### config.mk
export PLATFORM = sky130hd
export DESIGN_NAME = fft_sm_seq_ctrl
export DESIGN_NICKNAME = d
export VERILOG_FILES = /design/src/rtl/fft_sm_seq_ctrl.sv
export SDC_FILE = /design/constraint.sdc
export NUM_CORES = 1
export LEC_CHECK = 0
export CORE_MARGIN = 4
export CORE_UTILIZATION = 50
export DETAILED_ROUTE_END_ITERATION = 10
export GPL_TIMING_DRIVEN = 0
export PLACE_DENSITY_LB_ADDON = 0.1
export SETUP_SLACK_MARGIN = 0.02
export SLEW_MARGIN = 20
export SYNTH_ARGS = -nofsm -noshare
export SYNTH_HDL_FRONTEND = slang
export SYNTH_SLANG_ARGS = --single-unit
### constraint.sdc
create_clock -name clk -period 9.1 [get_ports clk]
set_input_delay 0.91 -clock clk [delete_from_list [all_inputs] [get_ports clk]]
set_output_delay 0.91 -clock clk [all_outputs]
set_load 0.01 [all_outputs]
### src/rtl/fft_sm_seq_ctrl.sv
// Sequencer for a radix-2 FFT: bit-reversed load of the sample LUT into working
// memory, then issues every butterfly of every stage over a valid/ready handshake.
module fft_sm_seq_ctrl #(
  parameter int LOG2N  = 8,
  parameter int LUT_AW = 10,
  parameter int DATA_W = 32
) (
  input  logic              clk,
  input  logic              rst,
  input  logic              start,
  output logic [LUT_AW-1:0] lut_n,
  input  logic [DATA_W-1:0] lut_x_re,
  output logic              mem_we,
  output logic [LOG2N-1:0]  mem_addr,
  output logic [DATA_W-1:0] mem_wdata,
  output logic              bf_valid,
  input  logic              bf_ready,
  output logic [LOG2N-1:0]  bf_a_addr,
  output logic [LOG2N-1:0]  bf_b_addr,
  output logic [LOG2N-2:0]  bf_tw_idx,
  output logic [3:0]        bf_stage,
  output logic              busy,
  output logic              done
);

  typedef enum logic [1:0] {IDLE, LOAD, COMPUTE, DONE} state_t;

  state_t           state_reg, state_next;
  logic [LOG2N:0]   k_reg, k_next;
  logic [3:0]       s_reg, s_next;
  logic [LOG2N-2:0] j_reg, j_next;

  logic             mem_we_reg, bf_valid_reg, busy_reg, done_reg;
  logic [LOG2N-1:0] bf_a_reg, bf_b_reg;
  logic [LOG2N-2:0] bf_tw_reg;
  logic [3:0]       bf_stage_reg;

  logic [LOG2N-1:0] k_rev;
  logic [LOG2N-1:0] j_ext, pos_mask, pos_v, grp_v, a_v, b_v;
  logic [LOG2N-2:0] tw_v;

  always_ff @(posedge clk or posedge rst) begin
    if (rst) begin
      state_reg <= IDLE;
      k_reg     <= '0;
      s_reg     <= '0;
      j_reg     <= '0;
    end else begin
      state_reg <= state_next;
      k_reg     <= k_next;
      s_reg     <= s_next;
      j_reg     <= j_next;
    end
  end

  always_comb begin
    state_next = state_reg;
    k_next     = k_reg;
    s_next     = s_reg;
    j_next     = j_reg;
    case (state_reg)
      IDLE: begin
        if (start) begin
          state_next = LOAD;
          k_next     = '0;
        end
      end
      LOAD: begin
        k_next = k_reg + 1'b1;
        if (&k_reg[LOG2N-1:0]) begin
          state_next = COMPUTE;
          k_next     = '0;
          s_next     = '0;
          j_next     = '0;
        end
      end
      COMPUTE: begin
        if (bf_ready) begin
          if (&j_reg) begin
            j_next = '0;
            if (s_reg == 4'(LOG2N-1)) state_next = DONE;
            else                      s_next     = s_reg + 1'b1;
          end else begin
            j_next = j_reg + 1'b1;
          end
        end
      end
      default: state_next = IDLE;
    endcase
  end

  // Butterfly addressing for the upcoming (s, j) so the bf_* outputs can be registered.
  always_comb begin
    j_ext    = {1'b0, j_next};
    pos_mask = ~({LOG2N{1'b1}} << s_next);
    pos_v    = j_ext & pos_mask;
    grp_v    = j_ext >> s_next;
    a_v      = ((grp_v << s_next) << 1) | pos_v;
    b_v      = a_v + ({{(LOG2N-1){1'b0}}, 1'b1} << s_next);
    tw_v     = (LOG2N-1)'(pos_v << (4'(LOG2N-1) - s_next));
  end

  always_ff @(posedge clk or posedge rst) begin
    if (rst) begin
      mem_we_reg   <= 1'b0;
      bf_valid_reg <= 1'b0;
      busy_reg     <= 1'b0;
      done_reg     <= 1'b0;
      bf_a_reg     <= '0;
      bf_b_reg     <= '0;
      bf_tw_reg    <= '0;
      bf_stage_reg <= '0;
    end else begin
      mem_we_reg   <= (state_next == LOAD);
      bf_valid_reg <= (state_next == COMPUTE);
      busy_reg     <= (state_next == LOAD) || (state_next == COMPUTE);
      done_reg     <= (state_next == DONE);
      if (state_next == COMPUTE) begin
        bf_a_reg     <= a_v;
        bf_b_reg     <= b_v;
        bf_tw_reg    <= tw_v;
        bf_stage_reg <= s_next;
      end else begin
        bf_a_reg     <= '0;
        bf_b_reg     <= '0;
        bf_tw_reg    <= '0;
        bf_stage_reg <= '0;
      end
    end
  end

  genvar gi;
  generate
    for (gi = 0; gi < LOG2N; gi++) begin : g_bitrev
      assign k_rev[gi] = k_reg[LOG2N-1-gi];
    end
  endgenerate

  // mem_we_reg mirrors state LOAD, so it also gates the LOAD-only outputs to zero elsewhere.
  assign lut_n     = mem_we_reg ? LUT_AW'(k_reg) : '0;
  assign mem_we    = mem_we_reg;
  assign mem_addr  = mem_we_reg ? k_rev : '0;
  assign mem_wdata = mem_we_reg ? lut_x_re : '0;
  assign bf_valid  = bf_valid_reg;
  assign bf_a_addr = bf_a_reg;
  assign bf_b_addr = bf_b_reg;
  assign bf_tw_idx = bf_tw_reg;
  assign bf_stage  = bf_stage_reg;
  assign busy      = busy_reg;
  assign done      = done_reg;

endmodule

==> reports/summary.txt, run 1 <==
DRT Wirelength -> 10.3 mm
Post-synthesis adder-cell area fraction -> 6.53%
Tmin final -> 4.76 ns
H-tree Lvls -> 2
Placement Cell Area -> 4840 um2
# port buffers -> 114
Dpl hpwl -> 8.20 mm
Yosys reg bits -> 53
Clock Skew -> 0.0122 ns
CTS clock-pin slew for the worst setup and hold paths -> 0.10 ns
Die width -> 92.4 um
Bufs on Longest Clock Path -> 2
Largest net degree at the start of global routing -> 32
Antenna violations before repair -> 0
Vias per inst -> 5.55
Initial DRC Count -> 207
Primary FF master, synth -> dfrtp_1
Starting density of the core -> 51.9%
Post-CTS sizing -> 0
TritonCTS clock tree -> done
Num CTS Buffers -> 5
Distinct cells, synth -> 68
Critical path launch point -> state_reg[0]$_DFF_PP0_
Fmax -> 210 MHz
Clock Sinks -> 53
Chip height -> 92.4 um
R2R Setup Slk -> 4.34 ns
Peak supply drop -> 0.000108 V
Leakage -> 2.18 nW
Most frequent cells in the layout -> clkdlybuf4s50_1 (114), and2_1 (56), dfrtp_1 (53)
Routed WL per cell -> 16.8 um
Fraction of synthesized area in multiplexers -> 1.76%
Synth Area in Compound Gates -> 20.2%
Synthesis-to-finish area growth -> 38.3%
Kind of critical path -> register to register
Fin crit share -> 52.3%
Final ANT Viol Nets -> 0
Main combinational cell family by area after synthesis -> simple AND/OR/NAND/NOR gates
Hold Buf Count CTS -> 0
Final Max Slew Viols -> 0
Final setup TNS -> 0 ns
Final #Nets -> 573
Hold path cells -> 1
Sequential-to-total area share from yosys stat -> 37.2%
Residual DRC -> 0
Post-CTS setup buffer count -> 0
R2R cell count -> 21
Final Hold Vio Count -> 0
RSZ-0062 raised after global routing -> no
Cells after synthesis -> 397
Root buffer cell -> clkbuf_8
First-pass GRT wire length -> 17.3 mm
Worst Max-Slew Pin Slew -> 0.784 ns
Total track usage -> 25.0%
WP data required -> 9.30 ns
Grt ovf -> 0
Yosys warning count -> 0
Post-synthesis simple-gate area fraction -> 27.0%
Post-layout util -> 71.7%
Ratio of cells with drive above 1 in the final layout -> 7.88%
Total of max-cap violations -> 0
GPL Wtd Cong -> 0.949
Max reg flops -> 9
Mapped Nets -> 451
Relative slew slack -> 47.6%
Critical Path End -> bf_b_addr[6]$_DFF_PP0_
Hold WC Path Type -> register to register
Commonest non-fill, non-tap cell in the layout -> clkdlybuf4s50_1
Startpoint Class -> register
Latest clock arrival within the worst-skew pair -> 0.30 ns
# diodes -> 0
Core area -> 6870 um2
Pwr per Cell Area -> 106 nW/um2
IO Count -> 117
Mean Syn Cell Area -> 8.97 um2
CP Capture Type -> register
Ys async rst share -> 100%
First-pass DRT Iterations -> 4
Crit path DAT -> 4.97 ns
Final instance area -> 4930 um2
Die ar. -> 8540 um2
Vias post-DR -> 3,418
EDFF count, synth -> 0
Row cnt -> 30
Reg2reg end -> bf_b_addr[6]$_DFF_PP0_
Critical path peak fanout -> 10
Worst R2R Start -> state_reg[0]$_DFF_PP0_
Vias in the first global route -> 3,331
Setup violations, final -> 0
Status -> finished clean
Post-Syn Area -> 3560 um2
XOR/XNOR Fraction of Synth Area -> 1.23%
-- where the power goes --
group | total, mW | internal (mW) | leakage (nW) | switching [mW]
logic | 0.135 | 0.0692 | 1.43 | 0.0654
clock network | 0.127 | 0.0535 | 0.0450 | 0.0736
registers | 0.260 | 0.251 | 0.702 | 0.00919
total | 0.522 | 0.374 | 2.18 | 0.148
-- through the flow --
| stage | cells | setup slack [ns] | hold slack (ns) | total power, mW |
|---|---|---|---|---|
| final | 616 | 4.34 | 0.529 | 0.522 |
| after global routing | 616 | 3.88 | 0.557 | 0.554 |
| after CTS | 616 | 4.34 | 0.525 | 0.527 |
| after detailed placement | 608 | 4.41 | 0.499 | 0.399 |
| after global placement | 607 | 4.43 | 0.470 | 0.395 |
| after floorplan | 397 | 4.94 | 0.450 | 0.341 |
-- cell families (layout without fill, tap and decap cells) --
kind of cell / after synthesis / in the layout
AND/OR/NAND/NOR: 173 / 173
adder cells (fa/ha/maj): 18 / 18
XOR/XNOR: 5 / 5
flip-flops: 53 / 53
multiplexers: 6 / 6
AO/OA/AOI/OAI: 96 / 96
other: 2 / 2
buffers and inverters: 44 / 167
-- worst max-delay path, cell delays in order, from the launching register on --
cell	delay [ns]
dfrtp_1	0.40
inv_1	0.10
ha_1	0.32
buf_2	0.19
nor2b_1	0.16
a21oi_1	0.57
buf_2	0.35
a22o_1	0.31
o221ai_2	0.16
mux2i_1	0.34
a221o_1	0.24
a22o_1	0.18
inv_1	0.07
fa_1	0.43
nor2b_1	0.16
o21ai_0	0.10
nand2b_1	0.11
a21oi_1	0.08
nor2_1	0.09
nor2_1	0.06
xnor2_1	0.11
and2_1	0.15
-- how the worst min path moves through the flow --
stage	endpoint	slack, ns	startpoint
final	k_reg[8]$_DFFE_PP0P_	0.53	k_reg[8]$_DFFE_PP0P_
after global routing	k_reg[8]$_DFFE_PP0P_	0.56	k_reg[8]$_DFFE_PP0P_
after CTS	k_reg[8]$_DFFE_PP0P_	0.53	k_reg[8]$_DFFE_PP0P_
after detailed placement	k_reg[8]$_DFFE_PP0P_	0.50	k_reg[8]$_DFFE_PP0P_
after global placement	k_reg[8]$_DFFE_PP0P_	0.47	k_reg[8]$_DFFE_PP0P_
after floorplan	k_reg[8]$_DFFE_PP0P_	0.45	k_reg[8]$_DFFE_PP0P_
-- cell usage after synthesis, types with 4 or more instances --
| library cell | number | share of area, % |
|---|---|---|
| inv_1 | 15 | 1.6 |
| buf_2 | 4 | 0.56 |
| ha_1 | 17 | 6.0 |
| nor3b_1 | 4 | 0.84 |
| a21oi_1 | 16 | 2.2 |
| clkbuf_1 | 12 | 1.3 |
| nor3_1 | 9 | 1.3 |
| nor2_1 | 29 | 3.1 |
| nor2b_1 | 10 | 1.8 |
| a22o_1 | 4 | 0.98 |
| and3_1 | 5 | 0.88 |
| nand2_1 | 25 | 2.6 |
| and4_1 | 4 | 0.98 |
| a211oi_1 | 5 | 1.1 |
| nand3_1 | 15 | 2.1 |
| buf_4 | 10 | 2.1 |
| o21ai_0 | 21 | 3.0 |
| mux2i_1 | 4 | 1.1 |
| dfrtp_1 | 53 | 37 |
| and2_1 | 56 | 9.8 |
-- cell type report --
type	instances	area, um2
plain buffers	26	140
clock buffers	6	72.6
clock inverters	2	10.0
fillers	545	1940
inverters	18	70.1
multi-input cells	300	2030
flip-flops and latches	53	1330
well taps	96	120
repair buffers	115	1160
-- layer usage --
metal	share of wire, %	vias up	GRT usage (%)
met5	0	-	0
met4	1.1	0	5.94
met3	8.7	13	5.93
met2	50	165	43.9
met1	40	1597	30.8
li1	-	1643	-
Note: power is estimated with default switching activity, not from simulation.
==> run 2: changes to the inputs <==
--- a/config.mk
+++ b/config.mk
@@ -6,7 +6,7 @@
 export NUM_CORES = 1
 export LEC_CHECK = 0
 export CORE_MARGIN = 4
-export CORE_UTILIZATION = 50
+export CORE_UTILIZATION = 47
 export DETAILED_ROUTE_END_ITERATION = 10
 export GPL_TIMING_DRIVEN = 0
 export PLACE_DENSITY_LB_ADDON = 0.1
==> constraint.sdc (replaced) <==
create_clock -name clk -period 4.67 [get_ports clk]
set_input_delay 0.467 -clock clk [delete_from_list [all_inputs] [get_ports clk]]
set_output_delay 0.467 -clock clk [all_outputs]
set_load 0.01 [all_outputs]
==> reports/summary.txt, run 2 (same netlist as run 1, synthesis figures left out) <==
Largest net degree at the start of global routing -> 29 (-9.4%)
Setup violations, final -> 0 (unchanged)
Residual DRC -> 0 (unchanged)
Final Max Slew Viols -> 0 (unchanged)
Vias per inst -> 5.54 (-0.11%)
First-pass DRT Iterations -> 5 (+1)
Pwr per Cell Area -> 205 nW/um2 (+93%)
Hold Buf Count CTS -> 0 (unchanged)
DP Cell Count -> 611 (+0.49%)
Crit path DAT -> 4.57 ns (-0.40 ns)
Kind of critical path -> register to register
Fin crit share -> 93.4% (+41 points)
Row cnt -> 31 (+3.3%)
Sequential Power Share -> 48.9% (-1.0 points)
Fmax -> 229 MHz (+9.1%)
Final Hold Vio Count -> 0 (unchanged)
Met1 usage in global routing -> 29.2% (-1.6 points)
Critical path launch point -> state_reg[0]$_DFF_PP0_
IO Count -> 117 (unchanged)
Total of max-cap violations -> 0 (unchanged)
Initial DRC Count -> 231 (+12%)
Leakage -> 2.24 nW (+3.0%)
P_int -> 0.734 mW (+96%)
R2R Setup Slk -> 0.31 ns (-4.03 ns)
Vias post-DR -> 3,464 (+1.3%)
Vias in the first global route -> 3,257 (-2.2%)
Post-layout util -> 69.5% (-2.2 points)
Core area -> 7290 um2 (+6.2%)
Root buffer cell -> clkbuf_8
Die width -> 95.1 um (+2.9%)
CP Capture Type -> register
Tmin final -> 4.36 ns (-0.398 ns)
Critical Path End -> bf_b_addr[7]$_DFF_PP0_
Switching Fraction -> 29.4% (+0.96 points)
WP data required -> 4.87 ns (-4.43 ns)
TritonCTS clock tree -> done
Ratio of cells with drive above 1 in the final layout -> 10.8% (+3.0 points)
Most frequent cells in the layout -> clkdlybuf4s50_1 (114), and2_1 (56), dfrtp_1 (53)
Dpl hpwl -> 8.34 mm (+1.7%)
Latest clock arrival within the worst-skew pair -> 0.32 ns (+0.02 ns)
Peak supply drop -> 0.000202 V (+86%)
Chip height -> 95.1 um (+2.9%)
Worst slack, placed -> -0.0893 ns (-4.50 ns)
Grt ovf -> 0 (unchanged)
Reg2reg end -> bf_b_addr[7]$_DFF_PP0_
Clock Power Share -> 25.5% (+1.1 points)
Met3 usage -> 6.00% (+0.068 points)
CTS clock-pin slew for the worst setup and hold paths -> 0.10 ns (about the same)
Combinational power share -> 25.5% (-0.3 points)
First-pass GRT wire length -> 16.5 mm (-4.5%)
DRT Wirelength -> 10.7 mm (+3.2%)
H-tree Lvls -> 2 (unchanged)
Status -> finished clean
Num CTS Buffers -> 5 (unchanged)
Antenna violations before repair -> 0 (unchanged)
Final ANT Viol Nets -> 0 (unchanged)
GPL Wtd Cong -> 0.943 (-0.64%)
# port buffers -> 114 (unchanged)
Clock Skew -> 0.0122 ns (-0.0000847 ns)
Final Non-Filler Cells -> 625 (+1.5%)
Hold WC Path Type -> register to register
Worst Max-Slew Pin Slew -> 0.836 ns (+0.0527 ns)
Synthesis-to-finish area growth -> 42.3%
Setup slack after layout -> 0.307 ns (-4.03 ns)
Starting density of the core -> 48.9% (-3.0 points)
Startpoint Class -> register
Clock Sinks -> 53 (unchanged)
Commonest non-fill, non-tap cell in the layout -> clkdlybuf4s50_1
WHS -> 0.501 ns (-0.0289 ns)
Critical path peak fanout -> 10 (unchanged)
Met2 usage -> 40.1% (-3.8 points)
Switch Pwr -> 0.305 mW (+110%)
Gr busiest metal -> met2
Bufs on Longest Clock Path -> 2 (unchanged)
Worst R2R Start -> state_reg[0]$_DFF_PP0_
R2R cell count -> 20 (-4.8%)
Max reg flops -> 9 (unchanged)
Routed WL per cell -> 17.1 um (+1.8%)
# diodes -> 0 (unchanged)
Final #Nets -> 579 (+1.0%)
Relative slew slack -> 44.0% (-3.5 points)
Total track usage -> 23.3% (-1.7 points)
Die ar. -> 9040 um2 (+5.8%)
==> run 2: cell count changes in the layout (fill, tap and decap cells not counted), moves of 2 or more <==
cell | previous run | this run
clkbuf_1 | 13 | 10
clkbuf_2 | 0 | 2
buf_4 | 10 | 15
a21oi_1 | 16 | 14
==> run 2: worst min-delay path by stage <==
stage,slack (ns),start,cells past startpoint,to
floorplan,0.45,k_reg[8]$_DFFE_PP0P_,1,k_reg[8]$_DFFE_PP0P_
finish,0.50,k_reg[8]$_DFFE_PP0P_,1,k_reg[8]$_DFFE_PP0P_
global route,0.51,k_reg[8]$_DFFE_PP0P_,1,k_reg[8]$_DFFE_PP0P_
CTS,0.50,k_reg[8]$_DFFE_PP0P_,1,k_reg[8]$_DFFE_PP0P_
detailed placement,0.47,k_reg[8]$_DFFE_PP0P_,1,k_reg[8]$_DFFE_PP0P_
global placement,0.47,k_reg[8]$_DFFE_PP0P_,1,k_reg[8]$_DFFE_PP0P_
==> run 2: worst max-delay path: stages (launching register included) <==
cell	delay (ns)
dfrtp_1	0.42
inv_1	0.10
ha_1	0.31
buf_2	0.22
nor2b_4	0.21
a21oi_4	0.07
clkbuf_4	0.21
a22o_1	0.33
o221ai_2	0.27
mux2i_1	0.18
a221o_1	0.41
a22o_1	0.23
ha_1	0.20
a21o_1	0.18
nand2_1	0.07
nand2b_1	0.06
a21oi_1	0.23
o21bai_1	0.10
a21oi_1	0.19
xor2_1	0.08
and2_1	0.16
==> run 2: power groups by stage <==
stage	clock (mW)	combinational, mW	sequential (mW)
floorplan	0	0.139	0.525
global placement	0	0.256	0.515
detailed placement	0	0.260	0.516
CTS	0.273	0.262	0.508
global route	0.289	0.293	0.512
finish	0.265	0.265	0.508
==> run 2: per-stage QoR <==
step / setup TNS [ns] / instance area (um2) / total power, mW
2_1_floorplan: 0 / 3560 / 0.664
3_3_place_gp: -0.0413 / 4830 / 0.771
3_5_place_dp: -0.132 / 4850 / 0.776
4_1_cts: 0 / 4950 / 1.04
5_1_grt: -0.00233 / 5070 / 1.09
6_report: 0 / 5070 / 1.04
==> run 2: layout make-up <==
type / instances / area, um2
Multi-Input combinational cell: 300 / 2100
Fill cell: 605 / 2220
Clock inverter: 3 / 21.3
Sequential cell: 53 / 1330
Inverter: 18 / 70.1
Buffer: 26 / 145
Timing Repair Buffer: 121 / 1220
Clock buffer: 5 / 68.8
Tap cell: 99 / 124
==> run 2: metal layers <==
layer / vias up / routed length (um)
met5: - / 0
met3: 19 / 1050
li1: 1655 / -
met4: 0 / 121
met1: 1608 / 4150
met2: 182 / 5340
==> run 2: timing repair <==
action | CTS | global route
pin swaps | 0 | 3
resized for setup | 2 | 16
buffers inserted | 0 | 6
setup endpoints to repair | 2 | 3
cloned | 0 | 0
==> run 3: changes to the inputs <==
--- a/config.mk
+++ b/config.mk
@@ -7,6 +7,7 @@
 export LEC_CHECK = 0
 export CORE_MARGIN = 4
 export CORE_UTILIZATION = 47
+export CTS_CLUSTER_DIAMETER = 30
 export DETAILED_ROUTE_END_ITERATION = 10
 export GPL_TIMING_DRIVEN = 0
 export PLACE_DENSITY_LB_ADDON = 0.1
==> constraint.sdc (replaced) <==
create_clock -name clk -period 4.67 [get_ports clk]
set_input_delay 0.467 -clock clk [delete_from_list [all_inputs] [get_ports clk]]
set_output_delay 0.467 -clock clk [all_outputs]
set_load 0.1 [all_outputs]
==> results of run 3 <==
Same layout as run 2 (identical final DEF). Status: finished clean.
Among the figures that moved: total power 1.04 mW -> 1.19 mW; worst IR drop on VDD 0.000202 V -> 0.000296 V
